### config.mk
export PLATFORM = sky130hd
export DESIGN_NAME = div_unit
export DESIGN_NICKNAME = d
export VERILOG_FILES = /design/src/rtl/div_unit.sv
export SDC_FILE = /design/constraint.sdc
export NUM_CORES = 1
export LEC_CHECK = 0
export ABC_AREA = 1
export CAP_MARGIN = 10
export CORE_MARGIN = 4
export CORE_UTILIZATION = 62
export CTS_CLUSTER_DIAMETER = 30
export DETAILED_ROUTE_END_ITERATION = 10
export GPL_TIMING_DRIVEN = 0
export PLACE_DENSITY = 0.83
export SLEW_MARGIN = 15
export SYNTH_ARGS = -nofsm -noshare
export SYNTH_HDL_FRONTEND = slang
export SYNTH_SLANG_ARGS = --single-unit
### constraint.sdc
create_clock -name clk -period 4.65 [get_ports clk]
set_input_delay 1.1625 -clock clk [delete_from_list [all_inputs] [get_ports clk]]
set_output_delay 1.1625 -clock clk [all_outputs]
set_load 0.01 [all_outputs]
### src/rtl/div_unit.sv
// div_unit: multi-cycle 32-bit signed/unsigned restoring divider for the EX stage.
// Produces {remainder, quotient} for HI/LO and a combinational stall request
// that holds the pipeline until the result is ready.
module div_unit (
    input  logic        clk,
    input  logic        rst,
    input  logic        signed_div_i,
    input  logic [31:0] opdata1_i,
    input  logic [31:0] opdata2_i,
    input  logic        start_i,
    input  logic        annul_i,
    output logic [63:0] result_o,
    output logic        ready_o,
    output logic        stallreq_o
);

    localparam int DATA_W = 32;

    typedef enum logic [1:0] {FREE, BYZERO, ON, END} state_t;

    state_t              state, state_nxt;
    logic [5:0]          cnt, cnt_nxt;
    logic                ready_nxt;
    logic [63:0]         result_nxt;
    logic                load_ops;
    logic                step;

    // Latched operands and iteration registers (data only, no reset needed)
    logic [DATA_W-1:0]   rem_q;
    logic [DATA_W-1:0]   quo_q;
    logic [DATA_W-1:0]   dvsr_q;
    logic                sgn_q;
    logic                neg1_q;
    logic                neg2_q;

    logic signed [DATA_W-1:0] op1_s;
    logic signed [DATA_W-1:0] op2_s;
    logic [DATA_W:0]     trial;
    logic                fits;
    logic [DATA_W-1:0]   rem_step;
    logic [DATA_W-1:0]   quo_step;

    // Magnitude of an operand; negation wraps, so 0x80000000 maps to 2^31
    function automatic logic [DATA_W-1:0] mag(input logic signed [DATA_W-1:0] v,
                                              input logic en);
        if (en && (v < 0))
            return DATA_W'(-v);
        else
            return DATA_W'(v);
    endfunction

    // Conditional two's-complement negation used for the final sign fix-up
    function automatic logic [DATA_W-1:0] fix_sign(input logic [DATA_W-1:0] v,
                                                   input logic neg);
        logic signed [DATA_W-1:0] vs;
        vs = v;
        if (neg)
            return DATA_W'(-vs);
        else
            return v;
    endfunction

    assign op1_s = opdata1_i;
    assign op2_s = opdata2_i;

    // Stall the pipeline while a requested division has not yet produced its result
    assign stallreq_o = start_i & ~ready_o & ~annul_i;

    // One restoring step: shift {rem, quo} left and try to subtract the divisor
    always_comb begin
        trial    = {rem_q, quo_q[DATA_W-1]};
        fits     = (trial >= {1'b0, dvsr_q});
        rem_step = fits ? DATA_W'(trial - {1'b0, dvsr_q}) : trial[DATA_W-1:0];
        quo_step = {quo_q[DATA_W-2:0], fits};
    end

    // State, counter and registered outputs
    always_ff @(posedge clk) begin
        if (rst) begin
            state    <= FREE;
            cnt      <= '0;
            ready_o  <= 1'b0;
            result_o <= '0;
        end else begin
            state    <= state_nxt;
            cnt      <= cnt_nxt;
            ready_o  <= ready_nxt;
            result_o <= result_nxt;
        end
    end

    // Next-state and output decode; annul wins over iteration in ON
    always_comb begin
        state_nxt  = state;
        cnt_nxt    = cnt;
        ready_nxt  = ready_o;
        result_nxt = result_o;
        load_ops   = 1'b0;
        step       = 1'b0;
        case (state)
            FREE: begin
                ready_nxt  = 1'b0;
                result_nxt = '0;
                if (start_i && !annul_i) begin
                    if (opdata2_i == '0) begin
                        state_nxt = BYZERO;
                    end else begin
                        state_nxt = ON;
                        cnt_nxt   = '0;
                        load_ops  = 1'b1;
                    end
                end
            end
            BYZERO: begin
                result_nxt = '0;
                if (annul_i) begin
                    state_nxt = FREE;
                    ready_nxt = 1'b0;
                end else begin
                    state_nxt = END;
                    ready_nxt = 1'b1;
                end
            end
            ON: begin
                if (annul_i) begin
                    state_nxt  = FREE;
                    ready_nxt  = 1'b0;
                    result_nxt = '0;
                end else if (cnt != 6'd32) begin
                    step    = 1'b1;
                    cnt_nxt = cnt + 6'd1;
                end else begin
                    state_nxt  = END;
                    ready_nxt  = 1'b1;
                    result_nxt = {fix_sign(rem_q, sgn_q & neg1_q),
                                  fix_sign(quo_q, sgn_q & (neg1_q ^ neg2_q))};
                end
            end
            END: begin
                if (!start_i || annul_i) begin
                    state_nxt  = FREE;
                    ready_nxt  = 1'b0;
                    result_nxt = '0;
                end
            end
            default: begin
                state_nxt  = FREE;
                ready_nxt  = 1'b0;
                result_nxt = '0;
            end
        endcase
    end

    // Operand capture at accept, then one quotient bit per cycle
    always_ff @(posedge clk) begin
        if (load_ops) begin
            rem_q  <= '0;
            quo_q  <= mag(op1_s, signed_div_i);
            dvsr_q <= mag(op2_s, signed_div_i);
            sgn_q  <= signed_div_i;
            neg1_q <= opdata1_i[DATA_W-1];
            neg2_q <= opdata2_i[DATA_W-1];
        end else if (step) begin
            rem_q <= rem_step;
            quo_q <= quo_step;
        end
    end

endmodule

==> results of run 1 <==
## state kept, by name, indices dropped and copies added, names as in the netlist
signal / count
neg1_q: 1
neg2_q: 1
ready_o: 1
state: 2
quo_q: 32
rem_q: 32
sgn_q: 1
result_o: 64
dvsr_q: 32
cnt: 6
## layer usage
layer	wire (microns)	track usage	vias up	share of wire
met5	0	0	-	0
met4	1560	0.133	0	0.039
met3	3820	0.0611	138	0.097
met2	18200	0.577	705	0.46
met1	15900	0.477	6071	0.40
li1	-	-	6361	-
## how the worst max path moves through the flow
stage | from | end | slack, ns | cells after the start
floorplan | opdata2_i[1] | quo_q[22]$_DFFE_PP_ | 1.65 | 10
global placement | opdata2_i[0] | quo_q[25]$_DFFE_PP_ | 0.61 | 11
detailed placement | opdata2_i[0] | quo_q[25]$_DFFE_PP_ | 0.53 | 11
CTS | opdata2_i[0] | quo_q[25]$_DFFE_PP_ | 0.95 | 11
global route | opdata2_i[0] | quo_q[25]$_DFFE_PP_ | 0.75 | 11
finish | opdata2_i[0] | quo_q[25]$_DFFE_PP_ | 0.91 | 11
## report_power, final
group	leakage, nW	internal [W]	switching, W	total (W)
clock	0.262	0.000796	0.000638	0.00143
combinational	4.76	0.000583	0.00120	0.00179
sequential	1.48	0.00182	0.000182	0.00201
total	6.50	0.00320	0.00202	0.00523
## worst min-delay path, stage by stage (launching register included)
cell and delay (ns):
dfxtp_1 0.31, nand2_1 0.06, a21oi_1 0.05
## cell families (layout without fill, tap and decap cells)
logic type / Yosys count / in the layout
xor gates and xnor gates: 74 / 74
adders and majority gates: 43 / 43
buffers and inverters: 284 / 448
DFF: 172 / 172
AOI/OAI and AO/OA: 268 / 268
and+or+nand+nor: 997 / 997
## cell usage in the layout (no fill, tap or decap), types with 4 or more instances in the layout
| cell type | count |
|---|---|
| a21oi_1 | 121 |
| clkbuf_1 | 21 |
| nand4_1 | 32 |
| buf_6 | 7 |
| clkbuf_16 | 17 |
| nand2_2 | 11 |
| clkdlybuf4s50_1 | 133 |
| nand3b_1 | 6 |
| o21ai_0 | 79 |
| nor2_2 | 7 |
| a31oi_1 | 4 |
| buf_2 | 20 |
| o21a_1 | 4 |
| ha_1 | 42 |
| nor4_1 | 10 |
| nand3_1 | 220 |
| nor2_1 | 163 |
| xnor2_1 | 29 |
| nor3_1 | 14 |
| inv_1 | 219 |
| nor2_4 | 4 |
| inv_2 | 5 |
| o211ai_1 | 9 |
| or2_2 | 5 |
| o21bai_1 | 5 |
| nand2_1 | 506 |
| buf_4 | 8 |
| clkinv_1 | 4 |
| clkinvlp_4 | 5 |
| o21ai_1 | 33 |
| edfxtp_1 | 67 |
| xor2_1 | 45 |
| dfxtp_1 | 105 |
## cell type report
type                       instances  area [sq um]
clock inverter                    11           135
sequential                       172          4110
tap                              265           332
buffer                            54           310
fill                            1668          4950
multi-input combinational       1382          7050
timing repair buffer             133          1330
clock buffer                      20           437
inverter                         230           866
## metrics by stage
stage          worst slack (ns)  instance area, sq um  std cells
2_1_floorplan              1.65                 12300       1838
3_3_place_gp              0.605                 14000       2236
3_5_place_dp              0.526                 14000       2236
4_1_cts                   0.948                 14600       2267
5_1_grt                   0.751                 14600       2267
6_report                  0.909                 14600       2267
==> qor.csv, run 1 <==
stage,metric,value,unit
layout,share of cells above drive strength 1,0.0579,
drt,# DRC,0,
clock_network,PostCTS Resize Cnt,0,
power_and_ir_drop,Pwr Total,0.00523,W
drt,vias,13300,
critical_path,Critical Path Source Type,input pin,
synth,Post-Synth Simple-Gate Area,0.358,
synth,Cells after Synth,1838,
min_path,HP Class,flip-flop to flip-flop,
floorplanning,DIE HEIGHT,149,microns
clock_network,clk slew on worst S/H paths,0.06,ns
timing,fin crit period,3.74,ns
synth,"Seq/Total Area, Yosys",0.333,
synth,largest family of logic cells by synthesized area,simple AND/OR/NAND/NOR gates,
critical_path,CP Data Arrival Time,3.93,ns
placed_design,detailed placement HPWL,31.0,mm
synth,Synth cell types,52,
placed_design,Port Buf Inserts,133,
critical_path,Critical Path Most Common Cell,nand4_2,
critical_path,Worst R2R End,quo_q[18]$_DFFE_PP_,
timing,slew margin rel.,0.378,
floorplanning,die area,22200,sq um
synth,"flops & latches, synth",172,
clock_network,Max H-tree Level,4,
layout,nets,2102,
global_routing,initial antenna violation count,0,
critical_path,WS Path Type,input pin to flip-flop,
synth,top_reg_cell synth,dfxtp_1,
synth,post-synthesis async set-or-reset flop share,0,
clock_network,Max Root-Sink Buffers,2,
clock_network,total CTS buffers,17,
synth,Compound-Gate Fraction of Synth Area,0.116,
timing,Worst Skew,0.0105,ns
power_and_ir_drop,pwr dens,359,nW/um^2
critical_path,worst endpoint required time,4.84,ns
clock_network,TritonCTS clock tree,done,
floorplanning,I/O pins,135,
min_path,hold_sp,result_o[37]$_SDFFE_PP0P_,
drt,routed wire length,39.5,mm
power_and_ir_drop,VDD IR-drop max,258,uV
outcome,status,"complete, no violations",
synth,"area leader, netlist",dfxtp_1,
synth,Mapped Area,12300,sq um
drt,post-detailed-route count of antenna-violating nets,0,
critical_path,Slowest Stage Delay on Critical Path,0.44,ns
critical_path,largest delay contributor family on the critical path,simple AND/OR/NAND/NOR gates,
min_path,Worst Hold Path EP,result_o[37]$_SDFFE_PP0P_,
layout,Layout area overhead,18.1,%
global_routing,largest net degree at the start of global routing,45,
floorplanning,Core Region,19500,sq um
critical_path,CP Max Fanout,44,
synth,Synth top area share,0.170,
timing,crit share post-route,0.805,
critical_path,"Cell Chain, Critical Path",clkdlybuf4s50_1 -> inv_1 -> ha_1 -> nand4_2 -> nor3_4 -> nand4_2 -> nand3_4 -> inv_2 -> buf_2 -> nand3_1 -> nand2_1,
timing,f_max,267,MHz
global_routing,vias in the first global route,12500,
flow_run,max cap viols,0,
floorplanning,Die W,149,microns
global_routing,GRT Total Usage,0.355,
layout,ANT cells,0,
critical_path,worst path buffer plus inverter count,4,
drt,DRT Pass-1 Iters,6,
drt,DR iter-0 viols,1384,
synth,Post-Synth Adder-Cell Area,0.0442,
drt,WL/cell,17.4,microns
timing,Max Slew Vio Count,0,
clock_network,Root Buffer,clkbuf_16,
synth,top cells by instance count after synthesis,"506 x nand2_1, 220 x nand3_1, 219 x inv_1",
synth,"EDFF count, synth",67,
critical_path,reg-to-reg critical path startpoint,state[0]$_SDFFE_PP0P_,
layout,Finished Core Util,0.747,
timing,final setup fails,0,
placed_design,GPL Wtd Cong,1.04,
synth,Ys Warns,0,
synth,Mapped Nets,1950,
clock_network,Post-CTS Hold Buffers,0,
critical_path,R2R depth,7,
power_and_ir_drop,Lkg Pwr,6.50,nW
timing,Hold WS,0.466,ns
synth,Area contributors post-synth,"dfxtp_1 17%, edfxtp_1 16%, nand2_1 15%",
global_routing,GRT overflow,0,
synth,mean post-synth cell area,6.72,sq um
clock_network,Worst-Skew Late Latency,0.45,ns
timing,Final Hold Viols,0,
critical_path,r2r setup slk,1.88,ns
timing,slew of the pin with the lowest slew margin,0.933,ns
global_routing,first-pass GRT wire length,62.5,mm
critical_path,CP max stage cell,buf_2,
critical_path,CP Capture Type,flip-flop,
min_path,worst hold stages,2,
timing,unrepaired setup endpoints after global routing,false,
drt,number of vias per cell,5.86,
floorplanning,Initial Utilization,0.632,
clock_network,TritonCTS Sinks,172,
synth,mux cell area share after synthesis,0,
timing,Total Neg Setup Slack,0,ns
synth,"count leader, synth",nand2_1,
clock_network,post-CTS setup buffers,0,
synth,Post-Synth XOR/XNOR Area,0.0525,
floorplanning,row count,51,
No activity file was read; power rests on OpenSTA's default activity.
==> run 2, diff against run 1 <==
Settings changed: CORE_UTILIZATION 62 to 52, PLACE_DENSITY 0.83 to 0.73.
Clock period 4.65 ns to 3.4 ns, I/O delays scaled along.
==> run 2 against run 1 <==
Register-to-register slack worse by 1.1 ns. Flip-flop and latch count stayed put. Count of clock-buffer cells in the layout is 3 lower. Via count is 2.4% lower.
==> qor.csv, run 2 (synthesis results as in run 1) <==
stage,metric,value,unit,change
outcome,status,"complete, no violations",,
timing,unrepaired setup endpoints after global routing,false,,
clock_network,Root Buffer,clkbuf_16,,
placed_design,detailed placement HPWL,32.8,mm,+5.7%
clock_network,Worst-Skew Late Latency,0.44,ns,about the same
global_routing,GRT Total Usage,0.304,,-0.0509
critical_path,largest delay contributor family on the critical path,simple AND/OR/NAND/NOR gates,,
min_path,HP Class,flip-flop to flip-flop,,
power_and_ir_drop,Pwr Total,0.00715,W,+37%
timing,Final Hold Viols,0,,unchanged
timing,Hold WS,0.464,ns,-0.00231 ns
clock_network,TritonCTS clock tree,done,,
timing,final setup fails,0,,unchanged
layout,fill count,2296,,+38%
layout,share of cells above drive strength 1,0.0594,,+0.00147
drt,vias,13000,,-2.4%
power_and_ir_drop,pwr dens,488,nW/um^2,+36%
placed_design,Placement Cell Area,14100,sq um,+0.48%
global_routing,largest net degree at the start of global routing,45,,unchanged
layout,Top reg by flops,result_o,,
layout,"commonest cells after routing, fill and taps aside","506 x nand2_1, 220 x nand3_1, 219 x inv_1",,
global_routing,initial antenna violation count,0,,unchanged
clock_network,Max Root-Sink Buffers,2,,unchanged
placed_design,Inst Count DP,2290,,+2.4%
floorplanning,I/O pins,135,,unchanged
critical_path,WS Path Type,input pin to flip-flop,,
layout,Storage cell area,4110,sq um,unchanged
drt,DRT Pass-1 Iters,6,,unchanged
timing,slew of the pin with the lowest slew margin,0.789,ns,-0.144 ns
timing,Worst Skew,0.0157,ns,+0.00524 ns
critical_path,Critical Path Source Type,input pin,,
layout,max reg flops,64,,unchanged
critical_path,Critical Path Most Common Cell,nand4_2,,
timing,final worst slack,0.161,ns,-0.747 ns
layout,Layout area overhead,18.8,%,
layout,"commonest non-fill, non-tap cell in the layout",nand2_1,,
floorplanning,DIE HEIGHT,162,microns,+8.7%
drt,number of vias per cell,5.58,,-4.7%
flow_run,max cap viols,0,,unchanged
power_and_ir_drop,VDD IR-drop max,312,uV,+21%
clock_network,post-CTS setup buffers,0,,unchanged
placed_design,GPL Wtd Cong,0.983,,-5.7%
critical_path,worst endpoint required time,3.47,ns,-1.37 ns
critical_path,reg-to-reg critical path startpoint,state[0]$_SDFFE_PP0P_,,
floorplanning,Die W,162,microns,+8.7%
timing,slew margin rel.,0.467,,+0.0888
critical_path,CP Max Fanout,41,,-6.8%
placed_design,DP Worst Slack,-0.453,ns,-0.979 ns
layout,nets,2102,,unchanged
critical_path,CP Capture Type,flip-flop,,
clock_network,Max H-tree Level,4,,unchanged
floorplanning,Initial Utilization,0.527,,-0.105
critical_path,Critical Path Source,opdata2_i[1],,
global_routing,vias in the first global route,12000,,-3.3%
drt,WL/cell,17.5,microns,+0.65%
placed_design,Port Buf Inserts,133,,unchanged
critical_path,worst path buffer plus inverter count,3,,-1
clock_network,TritonCTS Sinks,172,,unchanged
floorplanning,Core Region,23400,sq um,+20%
drt,DR iter-0 viols,1363,,-1.5%
layout,design area,14700,sq um,+0.55%
floorplanning,die area,26300,sq um,+18%
power_and_ir_drop,Lkg Pwr,6.52,nW,+0.36%
layout,ANT cells,0,,unchanged
critical_path,Slowest Stage Delay on Critical Path,0.42,ns,-0.02 ns
critical_path,"Cell Chain, Critical Path",clkdlybuf4s50_1 -> inv_1 -> ha_1 -> nand4_2 -> nor3_4 -> nand4_2 -> nand3_4 -> nand2_4 -> clkbuf_4,,
timing,f_max,309,MHz,
timing,crit share post-route,0.953,,
clock_network,clk slew on worst S/H paths,0.07,ns,about the same
layout,area of the multi-input gates,7050,sq um,unchanged
critical_path,CP max stage cell,clkbuf_4,,
drt,routed wire length,40.7,mm,+3.1%
global_routing,first-pass GRT wire length,62.9,mm,+0.62%
critical_path,CP Data Arrival Time,3.31,ns,-0.62 ns
timing,Max Slew Vio Count,0,,unchanged
drt,post-detailed-route count of antenna-violating nets,0,,unchanged
min_path,hold_sp,result_o[58]$_SDFFE_PP0P_,,
global_routing,GRT overflow,0,,unchanged
timing,fin crit period,3.24,ns,
floorplanning,row count,56,,+9.8%
clock_network,total CTS buffers,17,,unchanged
layout,Non-Filler Instances,2322,,+2.4%
drt,# DRC,0,,unchanged
[run 2: cell count changes in the layout (fill, tap and decap cells not counted), moves of 2 or more]
cell	delta
buf_2	-2
clkinv_2	+2
clkinv_4	+2
clkbuf_1	-3
clkinvlp_4	-4
inv_8	+2
[run 2: worst paths after layout]
| path | end | slack [ns] | cells past startpoint |
|---|---|---|---|
| setup / recovery | quo_q[31]$_DFFE_PP_ | 0.16 | 9 |
| hold / removal | result_o[58]$_SDFFE_PP0P_ | 0.46 | 2 |
| setup reg to reg | quo_q[31]$_DFFE_PP_ | 0.78 | 7 |
| hold reg to reg | result_o[58]$_SDFFE_PP0P_ | 0.46 | 2 |
[run 2: cell type report]
| type | count | share of cell area |
|---|---|---|
| clock inverters | 15 | 0.0105 |
| plain buffers | 54 | 0.0215 |
| clock buffers | 17 | 0.0290 |
| inverters | 230 | 0.0591 |
| repair buffers | 133 | 0.0908 |
| well taps | 319 | 0.0272 |
| flip-flops and latches | 172 | 0.281 |
| multi-input cells | 1382 | 0.481 |
[run 2: worst min-delay path: stages (launching register included)]
cell and delay (ns):
dfxtp_1 0.31, nand2_1 0.06, a21oi_1 0.05
[run 2: what timing repair did]
item                                    4_1_cts  5_1_grt
gates resized for setup                       0        3
endpoints found under the setup margin        0       79
hold buffers                                  0        0
[run 2: per-layer routing]
metal / part of all wire / GRT usage / up-vias
li1: - / - / 6362
met1: 0.45 / 0.421 / 6040
met2: 0.46 / 0.495 / 490
met3: 0.072 / 0.0518 / 68
met4: 0.024 / 0.0827 / 0
met5: 0 / 0 / -
[run 2: report_power, final]
group          switching, W  total (W)  internal [W]
logic               0.00166    0.00246      0.000800
registers          0.000230    0.00272       0.00249
clock network      0.000934    0.00197       0.00104
[run 2: metrics by stage]
stage | TNS (ns) | utilization
2_1_floorplan | 0 | -
3_3_place_gp | -34.90 | 0.601
3_5_place_dp | -32.83 | 0.601
4_1_cts | 0 | 0.626
5_1_grt | 0 | 0.626
6_report | 0 | 0.626
